[src/rtl/onehot_encoder_stream.sv]
// onehot_encoder_stream: priority one-hot encoder behind a 2-entry output FIFO.
// Optional macro ONEHOT_ENC_ERRCNT_EN enables the saturating non-one-hot counter.
module onehot_encoder_stream #(
    parameter int WIDTH    = 8,
    parameter int CW       = $clog2(WIDTH),
    parameter bit MSB_PRIO = 1'b1
) (
    input  logic             clk,
    input  logic             rst,
    input  logic             in_valid,
    output logic             in_ready,
    input  logic [WIDTH-1:0] in_data,
    output logic             out_valid,
    input  logic             out_ready,
    output logic [CW-1:0]    out_code,
    output logic             out_onehot,
    output logic             out_zero,
    input  logic             err_clr,
    output logic [15:0]      err_count
);

    typedef struct packed {
        logic [CW-1:0] code;
        logic          onehot;
        logic          zero;
    } ent_t;

    logic [CW-1:0]    enc_code;
    logic [WIDTH-1:0] data_m1;
    logic             enc_zero;
    logic             enc_onehot;
    ent_t             enc;

    ent_t       mem [2];
    logic       rd_ptr;
    logic       wr_ptr;
    logic [1:0] count;
    logic       push;
    logic       pop;
    ent_t       head;

    // Later matches overwrite earlier ones, so scan order sets priority.
    always_comb begin
        enc_code = '0;
        for (int i = 0; i < WIDTH; i++) begin
            if (MSB_PRIO) begin
                if (in_data[i]) enc_code = CW'(i);
            end else begin
                if (in_data[WIDTH-1-i]) enc_code = CW'(WIDTH-1-i);
            end
        end
    end

    assign data_m1    = in_data - WIDTH'(1);
    assign enc_zero   = ~|in_data;
    assign enc_onehot = !enc_zero && ((in_data & data_m1) == '0);

    always_comb begin
        enc        = '0;
        enc.code   = enc_code;
        enc.onehot = enc_onehot;
        enc.zero   = enc_zero;
    end

    assign in_ready  = (count < 2'd2);
    assign out_valid = (count != 2'd0);
    assign push      = in_valid && in_ready;
    assign pop       = out_valid && out_ready;

    always_ff @(posedge clk or posedge rst) begin
        if (rst) begin
            count  <= 2'd0;
            rd_ptr <= 1'b0;
            wr_ptr <= 1'b0;
            mem[0] <= '0;
            mem[1] <= '0;
        end else begin
            if (push) begin
                mem[wr_ptr] <= enc;
                wr_ptr      <= ~wr_ptr;
            end
            if (pop) begin
                rd_ptr <= ~rd_ptr;
            end
            unique case ({push, pop})
                2'b10:   count <= count + 2'd1;
                2'b01:   count <= count - 2'd1;
                default: count <= count;
            endcase
        end
    end

    // Payload is forced to zero whenever the buffer is empty.
    assign head       = mem[rd_ptr];
    assign out_code   = out_valid ? head.code : '0;
    assign out_onehot = out_valid && head.onehot;
    assign out_zero   = out_valid && head.zero;

`ifdef ONEHOT_ENC_ERRCNT_EN
    logic [15:0] err_q;

    always_ff @(posedge clk or posedge rst) begin
        if (rst) begin
            err_q <= 16'd0;
        end else if (err_clr) begin
            err_q <= 16'd0;
        end else if (push && !enc_onehot && (err_q != 16'hFFFF)) begin
            err_q <= err_q + 16'd1;
        end
    end

    assign err_count = err_q;
`else
    logic unused_err_clr;

    assign unused_err_clr = err_clr;
    assign err_count      = 16'd0;
`endif

endmodule

[config.mk]
export PLATFORM = sky130hd
export DESIGN_NAME = onehot_encoder_stream
export DESIGN_NICKNAME = d
export VERILOG_FILES = /design/src/rtl/onehot_encoder_stream.sv
export SDC_FILE = /design/constraint.sdc
export NUM_CORES = 1
export LEC_CHECK = 0
export CAP_MARGIN = 20
export CORE_MARGIN = 3
export CORE_UTILIZATION = 35
export CTS_CLUSTER_DIAMETER = 60
export DETAILED_ROUTE_END_ITERATION = 10
export DONT_BUFFER_PORTS = 1
export PLACE_DENSITY = 0.57
export SETUP_SLACK_MARGIN = 0.4
export SLEW_MARGIN = 20
export SYNTH_ARGS = -nofsm -noshare
export SYNTH_HDL_FRONTEND = slang
export SYNTH_SLANG_ARGS = --single-unit
[constraint.sdc]
create_clock -name clk -period 4.4 [get_ports clk]
set_clock_uncertainty 0.05 [all_clocks]
set_input_delay 1.1 -clock clk [delete_from_list [all_inputs] [get_ports clk]]
set_output_delay 1.1 -clock clk [all_outputs]
set_load 0.05 [all_outputs]
==> metrics.log, run 1 <==
INFO  metric layout_min_cycle_time = 2820 ps
INFO  metric clockBufferDepth = 2
INFO  metric drt_drc_violations_left = 0
INFO  metric coreArea = 0.00252 sq mm
INFO  metric final_antenna_net_count = 0
INFO  metric global_route.usage.met3 = 0.0312
INFO  metric gr-usage-all-layers = 0.115
INFO  metric routedWlPerCell = 12.5 microns
INFO  metric regToRegStartpoint = count[0]$_DFFE_PP0P_
INFO  metric synth.lib_cells_used.distinct = 30
INFO  metric timing.critical_path.fanout_max = 6
INFO  metric area_delta_synth_final = 0.132%
INFO  metric gr-usage-met2 = 0.176
INFO  metric io_pins = 36
INFO  metric clock_tree.htree_level_count = 1
INFO  metric final.setup.tns = 0 ps
INFO  metric switching_share = 0.523
INFO  metric post-dp-hpwl = 1350 microns
INFO  metric clock.fmax = 354 MHz
INFO  metric synth.largest_area_cell = dfrtp_1
INFO  metric fin_cells = 136
INFO  metric detailedRoute.firstPassIterationCount = 4
INFO  metric antennaDiodeCount = 0
INFO  metric grt-ovfl-total = 0
INFO  metric worst-r2r-setup-slack = 2690 ps
INFO  metric setup.worst_path.start = rd_ptr$_DFFE_PP0P_
INFO  metric tritoncts_clock_tree = done
INFO  metric grt_first_pass_wirelength = 2970 microns
INFO  metric placement.io_buffers = 0
INFO  metric die_area = 0.00338 sq mm
INFO  metric ctsHoldBuffers = 0
INFO  metric holdCritPathClass = reg2reg
INFO  metric postSynthRegisterBits = 14
INFO  metric die_width = 58.1 microns
INFO  metric critical_path.endpoint_type = output pin
INFO  metric worst_setup_path_start_kind = register
INFO  metric std_cell_rows = 18
INFO  metric worst_ep_required_time = 3250 ps
INFO  metric worstSetupEndpoint = out_onehot
INFO  metric place.gp.congestion = 0.711
INFO  metric netlist_top_cells_area = dfrtp_1 (37%), buf_4 (13%), mux2i_1 (7.4%), nor2_1 (5.9%), nand2b_1 (3.9%)
INFO  metric ys_dominant_reg_cell = dfrtp_1
INFO  metric timing_worst_setup_path_type = reg2out
INFO  metric combinationalPowerShare = 0.518
INFO  metric power_frac_seq = 0.346
INFO  metric number_of_global_route_vias_before_repair = 677
INFO  metric placement.setup.worst_slack = 1900 ps
INFO  metric synth-seq-area-share = 0.368
INFO  metric internal_power = 0.314 mW
INFO  metric globalRoute.busiestLayer = met2
INFO  metric synth-edff-count = 0
INFO  metric regToRegEndpoint = count[1]$_DFFE_PP0P_
INFO  metric finalHoldViolations = 0
INFO  metric rsz0062_at_grt = false
INFO  metric postSynthCellCount = 105
INFO  metric clkSinkCount = 14
INFO  metric clk_pin_slew_worst_paths = 80 ps
INFO  metric starting_density_of_the_core = 0.377
INFO  metric setup_viol = 0
INFO  metric async_sr_flop_fraction = 1.00
INFO  metric power.static_leakage = 0.431 nW
INFO  metric yosysWarnings = 0
INFO  metric synth_top_area_frac = 0.368
INFO  metric finalMaxSlewViolations = 0
INFO  metric clock_tree.root_cell = clkbuf_4
INFO  metric drt_wl_total = 1700 microns
INFO  metric drv.max_cap_violation_count = 0
INFO  metric mappedNetlistArea = 951 sq um
INFO  metric grt_start_max_net_pins = 15
INFO  metric finish.net_count = 121
INFO  metric die_h = 58.1 microns
INFO  metric power_density_cells = 692 mW/mm^2
INFO  metric vias = 640
INFO  metric utilization = 0.377
INFO  metric timing.max_slew.rel_slack = 0.397
INFO  metric hold_slack = 435 ps
INFO  metric timing.final.ws_setup = 1580 ps
INFO  metric timing.critical_path.arrival = 1670 ps
INFO  metric pwr-share-clk = 0.136
INFO  metric cts_buffers = 3
INFO  metric switchingPower = 0.345 mW
INFO  metric max-vdd-ir-drop = 0.355 mV
INFO  metric outcome = complete, no violations
INFO  metric drt-initial-drc-count = 16
INFO  metric cts.repair_timing.setup_buffer_count = 0
INFO  metric worst-slew-pin-transition = 900 ps
INFO  metric grtUsageMet1 = 0.144
INFO  metric timing.final.crit_share = 0.641
INFO  metric antenna_found_initial = 0
INFO  metric reg2reg_depth = 5
INFO  metric final_layout_size_suffix_gt1_frac = 0.0849
INFO  metric syn_area_per_cell = 9.06 sq um
INFO  metric cts_resized = 0
INFO  metric place.detailed.instances = 132
INFO  metric route.detailed.vias_per_inst = 4.71
INFO  metric clkLatencyLatePin = 270 ps
## layout by cell type, fill, tap and decap left out, types with 2 or more instances in the layout
master,instances
conb_1,16
nor2_1,15
dfrtp_1,14
nand2_1,8
mux2i_1,7
nand2b_1,6
a21oi_1,5
inv_1,4
o21ai_0,4
o21ai_1,3
xnor2_1,3
clkbuf_4,3
nor3_1,2
## power groups by stage
stage               Sequential, mW  Combinational, mW  Clock (mW)
finish                       0.228              0.341      0.0899
global route                 0.236              0.375       0.101
CTS                          0.228              0.346      0.0923
detailed placement           0.230              0.343           0
global placement             0.227              0.339           0
floorplan                    0.209              0.338           0
## Yosys cell counts (2+ instances only)
master     n
dfrtp_1   14
nand2b_1   6
buf_4     16
nor3_1     2
o21ai_0    4
mux2i_1    7
nor2_1    15
nand2_1    8
xnor2_1    3
inv_1      4
o21ai_1    3
a21oi_1    5
## flip-flops by register name, indices dropped and copies added (netlist names)
register	count
wr_ptr	1
count	2
rd_ptr	1
mem	10
## per-stage QoR
step | power [mW] | area [sq um]
6_report | 0.659 | 952
3_5_place_dp | 0.573 | 916
5_1_grt | 0.712 | 952
2_1_floorplan | 0.547 | 1010
4_1_cts | 0.666 | 952
3_3_place_gp | 0.567 | 916
## cells by family (layout without fill, tap and decap cells)
kind of cell,count (synthesis),count (layout),share of synthesized area
AOI/OAI and AO/OA,16,16,0.122
xor gates and xnor gates,4,4,0.0368
adders and majority gates,2,2,0.0237
buffers and inverters,22,8,0.151
DFF,14,14,0.368
muxes,7,7,0.0737
other,1,16,0.00394
and+or+nand+nor,39,39,0.220
## layout make-up
cell class / count / area (sq um)
fillers: 273 / 1570
clock buffers: 4 / 36.3
multi-input cells: 84 / 513
inverters: 4 / 15.0
well taps: 30 / 37.5
flip-flops and latches: 14 / 350
## how the worst min path moves through the flow
stage	slack [ps]	startpoint	end	depth (start not counted)
floorplan	400	mem[9]$_DFFE_PP0P_	mem[9]$_DFFE_PP0P_	2
global placement	410	mem[3]$_DFFE_PP0P_	mem[3]$_DFFE_PP0P_	2
detailed placement	420	mem[3]$_DFFE_PP0P_	mem[3]$_DFFE_PP0P_	2
CTS	440	mem[3]$_DFFE_PP0P_	mem[3]$_DFFE_PP0P_	2
global route	480	mem[3]$_DFFE_PP0P_	mem[3]$_DFFE_PP0P_	2
finish	440	mem[9]$_DFFE_PP0P_	mem[9]$_DFFE_PP0P_	2
## worst max-delay path, stage by stage (launching register included)
cell and delay (ps):
dfrtp_1 550, mux2i_1 160, nor2_1 690
## per-layer routing
| metal | part of all wire | wire [microns] |
|---|---|---|
| met2 | 0.43 | 737 |
| met1 | 0.46 | 784 |
| met5 | 0 | 0 |
| met3 | 0.089 | 152 |
| met4 | 0.016 | 27 |
(Power assumes the default switching activity.)
==> run 2: changes to the inputs <==
clock period = 2.9 ns   (was 4.4 ns; I/O delays follow)
==> run 2 against run 1 <==
  * Via count is 2.5% higher
  * Design area is 3.9% higher
  * Critical path depth stayed put
==> metrics.log, run 2 (synthesis results as in run 1) <==
INFO  metric outcome = complete, no violations
INFO  metric antennaDiodeCount = 0
INFO  metric area_delta_synth_final = 4.08%
INFO  metric layout_common_cells = conb_1 (16), nor2_1 (15), dfrtp_1 (14)
INFO  metric clock.fmax = 451 MHz
INFO  metric hold_slack = 316 ps
INFO  metric setup.worst_path.start = count[0]$_DFFE_PP0P_
INFO  metric largest_register = mem
INFO  metric worst_setup_path_start_kind = register
INFO  metric power_density_cells = 1070 mW/mm^2
INFO  metric layout_min_cycle_time = 2220 ps
INFO  metric clkLatencyLatePin = 270 ps
INFO  metric critical_path.endpoint_type = output pin
INFO  metric final_antenna_net_count = 0
INFO  metric critical-path-top-delay-family = flip-flops
INFO  metric placement.io_buffers = 0
INFO  metric worst-slew-pin-transition = 733 ps
INFO  metric die_area = 0.00338 sq mm
INFO  metric worst_ep_required_time = 2120 ps
INFO  metric setup_viol = 0
INFO  metric grt-ovfl-total = 0
INFO  metric detailedRoute.firstPassIterationCount = 4
INFO  metric largest_register_ffs = 10
INFO  metric largest_registers = mem: 10 flops, count: 2 flops
INFO  metric leading_cell_type_in_the_layout_fill_and_taps_excluded = conb_1
INFO  metric route.detailed.vias_per_inst = 4.65
INFO  metric clock_tree.htree_level_count = 1
INFO  metric critical_path.max_stage_delay = 420 ps
INFO  metric placed_cell_area = 953 sq um
INFO  metric place.gp.congestion = 0.704
INFO  metric drt_drc_violations_left = 0
INFO  metric max-vdd-ir-drop = 0.549 mV
INFO  metric finalMaxSlewViolations = 0
INFO  metric fill_cells = 278
INFO  metric std_cell_rows = 18
INFO  metric timing_worst_setup_path_type = reg2out
INFO  metric die_width = 58.1 microns
INFO  metric drt-initial-drc-count = 11
INFO  metric io_pins = 36
INFO  metric starting_density_of_the_core = 0.377
INFO  metric cts_resized = 0
INFO  metric coreArea = 0.00252 sq mm
INFO  metric timing.critical_path.fanout_max = 7
INFO  metric tritoncts_clock_tree = done
INFO  metric finish.net_count = 126
INFO  metric timing.critical_path.arrival = 1440 ps
INFO  metric final.setup.tns = 0 ps
INFO  metric vias = 656
INFO  metric timing.final.crit_share = 0.765
INFO  metric die_h = 58.1 microns
INFO  metric drv.max_cap_violation_count = 0
INFO  metric timing.max_slew.rel_slack = 0.507
INFO  metric buffer_and_inverter_count_on_the_worst_path = 1
INFO  metric power.static_leakage = 0.456 nW
INFO  metric cts_buffers = 3
INFO  metric finalHoldViolations = 0
INFO  metric cts.repair_timing.setup_buffer_count = 0
INFO  metric grt_start_max_net_pins = 15
INFO  metric number_of_global_route_vias_before_repair = 650
INFO  metric holdCritPathClass = in2async
INFO  metric regToRegStartpoint = count[0]$_DFFE_PP0P_
INFO  metric worstPathCellList = nor2_1 -> inv_1
INFO  metric grt_first_pass_wirelength = 2900 microns
INFO  metric gr-usage-all-layers = 0.114
INFO  metric final_layout_size_suffix_gt1_frac = 0.126
INFO  metric clk_pin_slew_worst_paths = 80 ps
INFO  metric post-dp-hpwl = 1310 microns
INFO  metric ctsHoldBuffers = 0
INFO  metric routedWlPerCell = 11.8 microns
INFO  metric clockBufferDepth = 2
INFO  metric clock_tree.root_cell = clkbuf_4
INFO  metric antenna_found_initial = 0
INFO  metric rsz0062_at_grt = false
INFO  metric drt_wl_total = 1660 microns
INFO  metric postLayoutCellArea = 990 sq um
INFO  metric clkSinkCount = 14
INFO  metric cp_slowest_cell = dfrtp_1
## run 2: final cells by class
class | instances | area, sq um | share of cell area
multi-input combinational | 84 | 513 | 0.518
timing repair buffer | 5 | 37.5 | 0.0379
clock buffer | 4 | 36.3 | 0.0367
tap | 30 | 37.5 | 0.0379
inverter | 4 | 15.0 | 0.0152
sequential | 14 | 350 | 0.354
## run 2: final timing paths
path                            slack [ps]                   end  cells after the start
worst min register to register         430    mem[4]$_DFFE_PP0P_                      2
min in group clk                       430    mem[4]$_DFFE_PP0P_                      2
worst max register to register        1220  count[1]$_DFFE_PP0P_                      5
max in group asynchronous             2140  count[0]$_DFFE_PP0P_                      1
worst max-delay path                   680             out_valid                      2
worst min-delay path                   320    mem[0]$_DFFE_PP0P_                      1
## run 2: per-layer routing
layer  track usage  share of wire  vias to the layer above
li1              -              -                      334
met2         0.182           0.47                       21
met3        0.0334          0.066                        2
met4        0.0596          0.011                        0
met5             0              0                        -
met1         0.138           0.45                      299
## run 2: power breakdown
| group | internal (mW) | switching [mW] | leakage (nW) |
|---|---|---|---|
| logic | 0.175 | 0.402 | 0.266 |
| clock network | 0.0762 | 0.0606 | 0.0210 |
| registers | 0.276 | 0.0681 | 0.169 |
## run 2: per-stage QoR
| step | utilization | cells | setup slack (ps) | power (mW) |
|---|---|---|---|---|
| after floorplan | - | 120 | 763 | 0.830 |
| after global placement | 0.378 | 137 | 960 | 0.918 |
| after detailed placement | 0.378 | 137 | 958 | 0.929 |
| after CTS | 0.392 | 141 | 660 | 1.07 |
| after global routing | 0.392 | 141 | 533 | 1.13 |
| final | 0.392 | 141 | 682 | 1.06 |
